### src/rtl/display_pkg.sv
// rtl/display_pkg.sv - shared codes, masks and limits for the display source sequencer
package display_pkg;

  localparam logic [1:0] ST_TIME  = 2'd0;
  localparam logic [1:0] ST_ALARM = 2'd1;
  localparam logic [1:0] ST_RX    = 2'd2;
  localparam logic [1:0] ST_RING  = 2'd3;

  localparam logic [1:0] EDIT_NONE = 2'd0;
  localparam logic [1:0] EDIT_HR   = 2'd1;
  localparam logic [1:0] EDIT_MIN  = 2'd2;
  localparam logic [1:0] EDIT_SEC  = 2'd3;

  localparam logic [5:0] HR_MASK  = 6'b110000;
  localparam logic [5:0] MIN_MASK = 6'b001100;
  localparam logic [5:0] SEC_MASK = 6'b000011;

  localparam logic [6:0] MAX_H  = 7'd23;
  localparam logic [6:0] MAX_MS = 7'd59;

  // Blank bits belonging to the field under edit; none when not editing.
  function automatic logic [5:0] edit_mask(input logic [1:0] sel);
    case (sel)
      EDIT_HR:  edit_mask = HR_MASK;
      EDIT_MIN: edit_mask = MIN_MASK;
      EDIT_SEC: edit_mask = SEC_MASK;
      default:  edit_mask = 6'b000000;
    endcase
  endfunction

endpackage

### src/rtl/blink_gen.sv
// rtl/blink_gen.sv - half-period counter with phase toggle and synchronous restart
module blink_gen #(
  parameter int BLINK_HALF = 25000000
) (
  input  logic clk,
  input  logic rst,
  input  logic restart,
  output logic phase,
  output logic phase_next
);

  localparam int CW = (BLINK_HALF > 1) ? $clog2(BLINK_HALF) : 1;
  localparam logic [CW-1:0] LAST = CW'(BLINK_HALF - 1);

  logic [CW-1:0] cnt;
  logic [CW-1:0] cnt_next;

  // phase_next lets a consumer register outputs against the same edge's phase.
  always_comb begin
    cnt_next   = cnt + CW'(1);
    phase_next = phase;
    if (restart) begin
      cnt_next   = '0;
      phase_next = 1'b0;
    end else if (cnt == LAST) begin
      cnt_next   = '0;
      phase_next = ~phase;
    end
  end

  always_ff @(posedge clk) begin
    if (rst) begin
      cnt   <= '0;
      phase <= 1'b0;
    end else begin
      cnt   <= cnt_next;
      phase <= phase_next;
    end
  end

endmodule

### src/rtl/display_src_ctrl.sv
// rtl/display_src_ctrl.sv - selects time, alarm, rx overlay or ring view for the scanner
module display_src_ctrl
  import display_pkg::*;
#(
  parameter int BLINK_HALF  = 25000000,
  parameter int OVERLAY_SEC = 3
) (
  input  logic       clk,
  input  logic       rst,
  input  logic       tick_1hz,
  input  logic       mode_btn,
  input  logic [1:0] edit_sel,
  input  logic [6:0] tod_h,
  input  logic [6:0] tod_m,
  input  logic [6:0] tod_s,
  input  logic [6:0] alm_h,
  input  logic [6:0] alm_m,
  input  logic       rx_valid,
  input  logic [6:0] rx_h,
  input  logic [6:0] rx_m,
  input  logic [6:0] rx_s,
  input  logic       alarm_ring,
  input  logic       stop,
  output logic [6:0] disp_h,
  output logic [6:0] disp_m,
  output logic [6:0] disp_s,
  output logic [5:0] blank,
  output logic       dash,
  output logic [1:0] mode
);

  localparam logic [3:0] OVL_LOAD = 4'(OVERLAY_SEC);

  logic [1:0] state, state_d;
  logic [1:0] ret_state, ret_d;
  logic [3:0] ovl_cnt, ovl_d;
  logic [6:0] rxh_q, rxm_q, rxs_q;
  logic [6:0] rxh_d, rxm_d, rxs_d;
  logic       ring_q;
  logic [1:0] edit_q;
  logic       ring_rise;
  logic       blink_restart;
  logic       phase, phase_d;

  logic [6:0] src_h, src_m, src_s;
  logic [6:0] out_h, out_m, out_s;
  logic [5:0] out_blank;
  logic       out_dash;

  assign ring_rise     = alarm_ring & ~ring_q;
  assign blink_restart = (edit_sel != edit_q);

  blink_gen #(.BLINK_HALF(BLINK_HALF)) u_blink (
    .clk        (clk),
    .rst        (rst),
    .restart    (blink_restart),
    .phase      (phase),
    .phase_next (phase_d)
  );

  always_comb begin
    state_d = state;
    ret_d   = ret_state;
    ovl_d   = ovl_cnt;
    rxh_d   = rxh_q;
    rxm_d   = rxm_q;
    rxs_d   = rxs_q;
    if (ring_rise) begin
      state_d = ST_RING;
      ovl_d   = 4'd0;
    end else begin
      case (state)
        ST_TIME, ST_ALARM: begin
          if (rx_valid) begin
            state_d = ST_RX;
            ret_d   = state;
            ovl_d   = OVL_LOAD;
            rxh_d   = rx_h;
            rxm_d   = rx_m;
            rxs_d   = rx_s;
          end else if (mode_btn) begin
            state_d = (state == ST_TIME) ? ST_ALARM : ST_TIME;
          end
        end
        ST_RX: begin
          // A reload beats a coincident tick so the new value gets its full time.
          if (rx_valid) begin
            ovl_d = OVL_LOAD;
            rxh_d = rx_h;
            rxm_d = rx_m;
            rxs_d = rx_s;
          end else if (tick_1hz) begin
            ovl_d = ovl_cnt - 4'd1;
            if (ovl_cnt <= 4'd1) begin
              ovl_d   = 4'd0;
              state_d = ret_state;
            end
          end
        end
        default: begin
          if (stop || !alarm_ring) state_d = ST_TIME;
        end
      endcase
    end
  end

  always_comb begin
    src_h     = tod_h;
    src_m     = tod_m;
    src_s     = tod_s;
    out_blank = 6'b000000;
    out_dash  = 1'b0;
    case (state_d)
      ST_ALARM: begin
        src_h     = alm_h;
        src_m     = alm_m;
        src_s     = 7'd0;
        out_blank = SEC_MASK;
      end
      ST_RX: begin
        src_h = rxh_d;
        src_m = rxm_d;
        src_s = rxs_d;
      end
      ST_RING: out_dash = phase_d;
      default: ;
    endcase

    out_h = src_h;
    out_m = src_m;
    out_s = src_s;
    if (src_h > MAX_H) begin
      out_h     = 7'd0;
      out_blank = out_blank | HR_MASK;
    end
    if (src_m > MAX_MS) begin
      out_m     = 7'd0;
      out_blank = out_blank | MIN_MASK;
    end
    if (src_s > MAX_MS) begin
      out_s     = 7'd0;
      out_blank = out_blank | SEC_MASK;
    end

    if ((state_d == ST_TIME || state_d == ST_ALARM) && phase_d)
      out_blank = out_blank | edit_mask(edit_sel);
  end

  always_ff @(posedge clk) begin
    if (rst) begin
      state     <= ST_TIME;
      ret_state <= ST_TIME;
      ovl_cnt   <= 4'd0;
      rxh_q     <= 7'd0;
      rxm_q     <= 7'd0;
      rxs_q     <= 7'd0;
      ring_q    <= 1'b0;
      edit_q    <= EDIT_NONE;
      disp_h    <= 7'd0;
      disp_m    <= 7'd0;
      disp_s    <= 7'd0;
      blank     <= 6'b000000;
      dash      <= 1'b0;
      mode      <= ST_TIME;
    end else begin
      state     <= state_d;
      ret_state <= ret_d;
      ovl_cnt   <= ovl_d;
      rxh_q     <= rxh_d;
      rxm_q     <= rxm_d;
      rxs_q     <= rxs_d;
      ring_q    <= alarm_ring;
      edit_q    <= edit_sel;
      disp_h    <= out_h;
      disp_m    <= out_m;
      disp_s    <= out_s;
      blank     <= out_blank;
      dash      <= out_dash;
      mode      <= state_d;
    end
  end

endmodule

### config.mk
export PLATFORM = sky130hd
export DESIGN_NAME = display_src_ctrl
export DESIGN_NICKNAME = d
export VERILOG_FILES = /design/src/rtl/display_pkg.sv /design/src/rtl/blink_gen.sv /design/src/rtl/display_src_ctrl.sv
export SDC_FILE = /design/constraint.sdc
export NUM_CORES = 1
export LEC_CHECK = 0
export BUFFER_PORTS_ARGS = -buffer_cell sky130_fd_sc_hd__buf_4
export CAP_MARGIN = 5
export CORE_AREA = 5 5 115 117
export CTS_BUF_LIST = sky130_fd_sc_hd__clkbuf_4 sky130_fd_sc_hd__clkbuf_8
export DETAILED_ROUTE_END_ITERATION = 8
export DIE_AREA = 0 0 120 122
export MAX_ROUTING_LAYER = met4
export PLACE_DENSITY_LB_ADDON = 0.1
export SETUP_SLACK_MARGIN = 0.02
export SYNTH_ARGS = -nofsm -noshare
export SYNTH_HDL_FRONTEND = slang
export SYNTH_SLANG_ARGS = --single-unit
### constraint.sdc
create_clock -name clk -period 4.3 [get_ports clk]
set_input_delay 0 -clock clk [delete_from_list [all_inputs] [get_ports clk]]
set_output_delay 0 -clock clk [all_outputs]
set_load 0.05 [all_outputs]
Yosys cells after proc, flatten, opt, wreduce, memory -nomap -nowiden
Cells that the tools add are included.

Flip-flop bits (word level): 86. Bits of input ports: 65. Output and inout port bits: 30. Word-level logic and storage cells: 91.

Add/subtract/negate cells: 2. $lt $le $gt $ge: 4. Equal/unequal tests: 12. Mux-type cells: 35. Bitwise logic cells: 6. Reductions and logical operators: 17.

Operator list (count): $mux 7 (9); $pmux 7 s2 (3); $add 25x1->25 const B (1); $eq 25x25->1 const B (1); $mux 4 (5); $mux 2 (9); $mux 6 (3); $pmux 6 s3 (1); $gt 7x6->1 const B (2); $reduce_or 2->1 (6); $eq 2x2->1 const B (5); $pmux 4 s2 (1); $gt 7x5->1 const B (1); $eq 2x1->1 const B (3); $or 6x6->6 (1); $reduce_and 3->1 (2); $reduce_or 3->1 (2); $le 4x1->1 const B (1); $logic_not 2->1 (2); $not 1->1 (4); $pmux 2 s2 (1); $sub 4x1->4 const B (1); $mux 1 (3); $ne 3x3->1 const B (1); other kinds (7) (8).

Depth between registers and ports, before layout
Depth in word-level cells: 14. Depth in mapped cells: 10.

Hierarchy
Synthesis repeated with hierarchy kept, for this count alone.

Cell total of the unflattened synthesis: 429. Area total of the unflattened synthesis: 3947.5 um^2.

Modules (own cells, without submodules): display_src_ctrl (times used 1, cells an instance 291, area each 2753.9 um^2); blink_gen (times used 1, cells an instance 138, area each 1193.6 um^2).

Least setup slack after synthesis
OpenSTA, ideal clock, no wires.

Path type: reg2reg. Start: reg state[1]. End: reg disp_s[0]. Library setup time: 60 ps. Arrival time: 2702 ps. Data required time: 4240 ps. Setup slack: 1539 ps. Cell stages (with the launch flop): 10. Buffers on the path: 2. Path through: dfxtp_1 buf_2 and4bb_2 nor4b_2 o2111ai_4 and2_4 buf_6 a32o_1 a221oi_2 and2_1.

Longest elaborated chain between the ends: 10. Elaborated cells on any way between the ends: 21. Classes of those cells: order compare: 1; eq/ne: 4; mux: 12; reduce/logical: 4.

RTL lines: from (decl) (line display_src_ctrl.sv:34) `logic [1:0] state, state_d;`; from (signal assigned) (line display_src_ctrl.sv:166) `state <= state_d;`; $logic_not 2->1 (line display_src_ctrl.sv:72, display_src_ctrl.sv:82); $mux 1 (line display_src_ctrl.sv:82) `state_d = (state == ST_TIME) ? ST_ALARM : ST_TIME;`; $mux 2 (line display_src_ctrl.sv:81) `end else if (mode_btn) begin`; $mux 2 (line display_src_ctrl.sv:74) `if (rx_valid) begin`; $pmux 2 s2 (line display_src_ctrl.sv:72) `case (state)`; $mux 2 (line display_src_ctrl.sv:68) `if (ring_rise) begin`; $eq 2x2->1 or $eq 2x1->1 (tied branches) (line display_src_ctrl.sv:113) `case (state_d)`; $pmux 7 s2 * (line display_src_ctrl.sv:113); $gt 7x6->1 (line display_src_ctrl.sv:140) `if (src_s > MAX_MS) begin`; $reduce_or 2->1 (no line); to (signal assigned) (line display_src_ctrl.sv:176) `disp_s <= out_s;`; to (decl) (line display_src_ctrl.sv:26) `output logic [6:0] disp_s,`.

Every way passes the cells marked *; elsewhere a longest branch is shown, timed or not. A chain may end at the register's enable or synchronous reset.

Worst setup path after layout
Start: reg state[1]. End: reg disp_s[5].

The elaborated chain is that of the path after synthesis.

==> flow_metrics.py <==
metrics = {
    "placement": {
        "io_buffer_count": 94,
        "place_hpwl_um": 6950,
        "gp_congestion": 0.777,
    },
    "layout": {
        "nNetsFinal": 591,
        "area_growth_pct": 38.7,
        "diodes": 0,
        "final_cell_mix": "buf_4 (96), dfxtp_1 (83), nor2_1 (74)",
        "drive_gt1_frac": 0.244,
        "layout_commonest_cell": "buf_4",
    },
    "detailed_routing": {
        "vias": 3169,
        "drtIter0Drc": 141,
        "drc": 0,
        "post_drt_via_cell_ratio": 4.67,
        "drtPass1Iterations": 4,
        "drtAntennaViolNets": 0,
        "wl_um": 9520,
        "drt-wirelength-per-cell_um": 14.0,
    },
    "power_and_ir_drop": {
        "swShare": 0.291,
        "p_leak_nw": 2.12,
        "p_per_area_nw_per_um2": 371,
        "power_frac_comb": 0.226,
        "seq_power_share": 0.445,
        "vdd_ir_drop_max_mv": 0.155,
        "intPower_mw": 1.32,
        "p_switching_mw": 0.541,
        "clkPwrFrac": 0.329,
    },
    "run": {
        "drv_cap": 0,
    },
    "clock_tree": {
        "cts_max_level": 3,
        "clk_latency_ps": 360,
        "cts_tree": "yes",
        "cts-root-buf": "clkbuf_8",
        "post_cts_buffers": 0,
        "cts_made_buffers": 9,
        "holdBufCountCts": 37,
        "cts.sinks": 83,
        "cts_resized": 0,
        "clock_tree.buffer_depth": 2,
        "clk_pin_slew_ps": 80,
    },
    "timing": {
        "period_needed_ps": 3400,
        "tightest_slew_ps": 1030,
        "fin_worst_skew_ps": 13.0,
        "clock.fmax_ghz": 0.294,
        "finalHoldViolCount": 0,
        "setup_violations": 0,
        "grt_setup_unrepaired": "no",
        "finalSetupTns_ps": 0,
        "drv_slew": 0,
        "finalCritPeriodShare": 0.791,
        "whs_ps": 36.4,
        "slew_headroom": 0.311,
    },
    "logic_synthesis": {
        "synth-seq-cells": 83,
        "yosys_warnings": 0,
        "synthTopCellsByArea": "dfxtp_1 (46%), nor2_1 (7.7%), mux2i_1 (5.8%)",
        "synth.top_cell.area_share": 0.459,
        "yosysSeqAreaShare": 0.459,
        "yosys.area.top_type": "dfxtp_1",
        "netlist_area_sq_um": 3620,
        "syn_avg_cell_area_sq_um": 9.13,
        "async_flop_share": 0,
        "netlist_instances": 396,
        "synth_flop_cell": "dfxtp_1",
        "synth.distinct_cells": 52,
        "synth-edff-count": 0,
    },
    "critical_path": {
        "end_kind": "flop",
        "cp.arrival_ps": 3700,
        "crit_buf_inv": 1,
        "crit_type": "reg -> reg",
        "critPathLaunchType": "flop",
        "cp_cell_sequence": "nand2_1 -> nand3_1 -> mux2i_1 -> o211ai_1 -> a22o_1 -> a221oi_2 -> and2_1 -> dlygate4sd3_1",
        "crit_required_ps": 4600,
        "path_max_fanout": 15,
        "max_stage_delay_ps": 720,
        "crit_slowest_cell": "nand3_1",
        "critPathTopFamily": "simple AND/OR/NAND/NOR gates",
    },
    "grt": {
        "antenna_found_initial": 0,
        "grt_max_degree": 45,
        "grt_pass1_wl_um": 15600,
        "grtUsageTotal": 0.139,
        "overflow": 0,
        "grt_pass1_vias": 3282,
    },
    "floorplanning": {
        "fp.dieArea_sq_um": 14600,
        "fp-row-count": 41,
        "start_util": 0.295,
        "die_w_um": 120,
        "die-height_um": 122,
        "core_sq_um": 12300,
        "ios": 95,
    },
    "status": {
        "outcome": "finished, final reports clean",
    },
    "hold_path": {
        "hold_path_class": "in -> reg",
    },
}
-- power groups by stage --
stage	combinational (mW)	sequential, mW	clock (mW)
finish	0.421	0.828	0.613
global placement	0.393	0.846	0
floorplan	0.196	0.916	0
global route	0.458	0.832	0.670
CTS	0.426	0.828	0.642
detailed placement	0.393	0.845	0
-- cell type report --
cell class	count	area, sq um
clock buffers	15	188
clock inverters	1	30.0
fillers	1234	7240
inverters	8	30.0
multi-input cells	288	1830
flip-flops and latches	83	1660
well taps	150	188
repair buffers	133	1090
-- worst register-to-register path, cell delays in order (launching register included) --
cell,delay [ps]
dfxtp_1,420
nand2_1,110
nand3_1,720
mux2i_1,560
o211ai_1,150
a22o_1,270
a221oi_2,390
and2_1,170
dlygate4sd3_1,540
-- metrics by stage --
step / instances / worst slack [ps] / instance area (sq um) / util / power, mW
CTS: 678 / 829 / 5020 / 0.409 / 1.90
finish: 678 / 900 / 5020 / 0.409 / 1.86
global placement: 625 / 1520 / 4430 / 0.361 / 1.24
floorplan: 399 / 1540 / 3630 / - / 1.11
detailed placement: 625 / 1370 / 4430 / 0.361 / 1.24
global route: 678 / 651 / 5020 / 0.409 / 1.96
-- metal layers --
metal  global-route usage  share of wire  routed length [um]
met5                    -              0                   0
met4               0.0687          0.021                 203
met3               0.0265          0.036                 346
met2                0.217           0.48                4550
met1                0.173           0.46                4420
-- Yosys cell counts (3+ instances only) --
library cell  number
dfxtp_1           83
nor2_1            74
nand2_1           26
mux2i_1           21
nand3_1           19
xor2_1            19
o21ai_0           13
and3_1            10
clkbuf_1          10
nor4_1            10
xnor2_1           10
and2_1             9
inv_1              8
nor3_1             7
o221ai_1           6
a21oi_1            5
a221oi_1           5
buf_2              5
nor2b_1            4
and4_1             3
buf_4              3
ha_1               3
nand2b_1           3
nand4_1            3
o221a_2            3
or2_2              3
-- final timing paths --
| check | to | cells past startpoint | from | slack [ps] |
|---|---|---|---|---|
| setup / recovery | disp_s[5]$_SDFF_PP0_ | 8 | state[1]$_SDFF_PP0_ | 900 |
| hold / removal | disp_h[4]$_SDFF_PP0_ | 3 | tod_h[3] | 40 |
| setup reg to reg | disp_s[5]$_SDFF_PP0_ | 8 | state[1]$_SDFF_PP0_ | 900 |
| hold reg to reg | u_blink.cnt[0]$_SDFF_PP0_ | 1 | u_blink.cnt[0]$_SDFF_PP0_ | 470 |
-- kinds of logic after synthesis --
family / synth area share
fa+ha+maj: 0.0104
compound gates: 0.116
flops: 0.459
simple gates: 0.247
mux: 0.0581
other cells: 0.00104
xor+xnor: 0.0702
buf+inv: 0.0380
-- flip-flops by register name (all words and copies together) (netlist names) --
name and flops:
u_blink.cnt 25, disp_h 7, disp_m 7, disp_s 7, rxh_q 7, rxm_q 7, rxs_q 7, ovl_cnt 4
blank 3, edit_q 2, ret_state 2, state 2, dash 1, ring_q 1, u_blink.phase 1
Note: power is estimated with default switching activity, not from simulation.
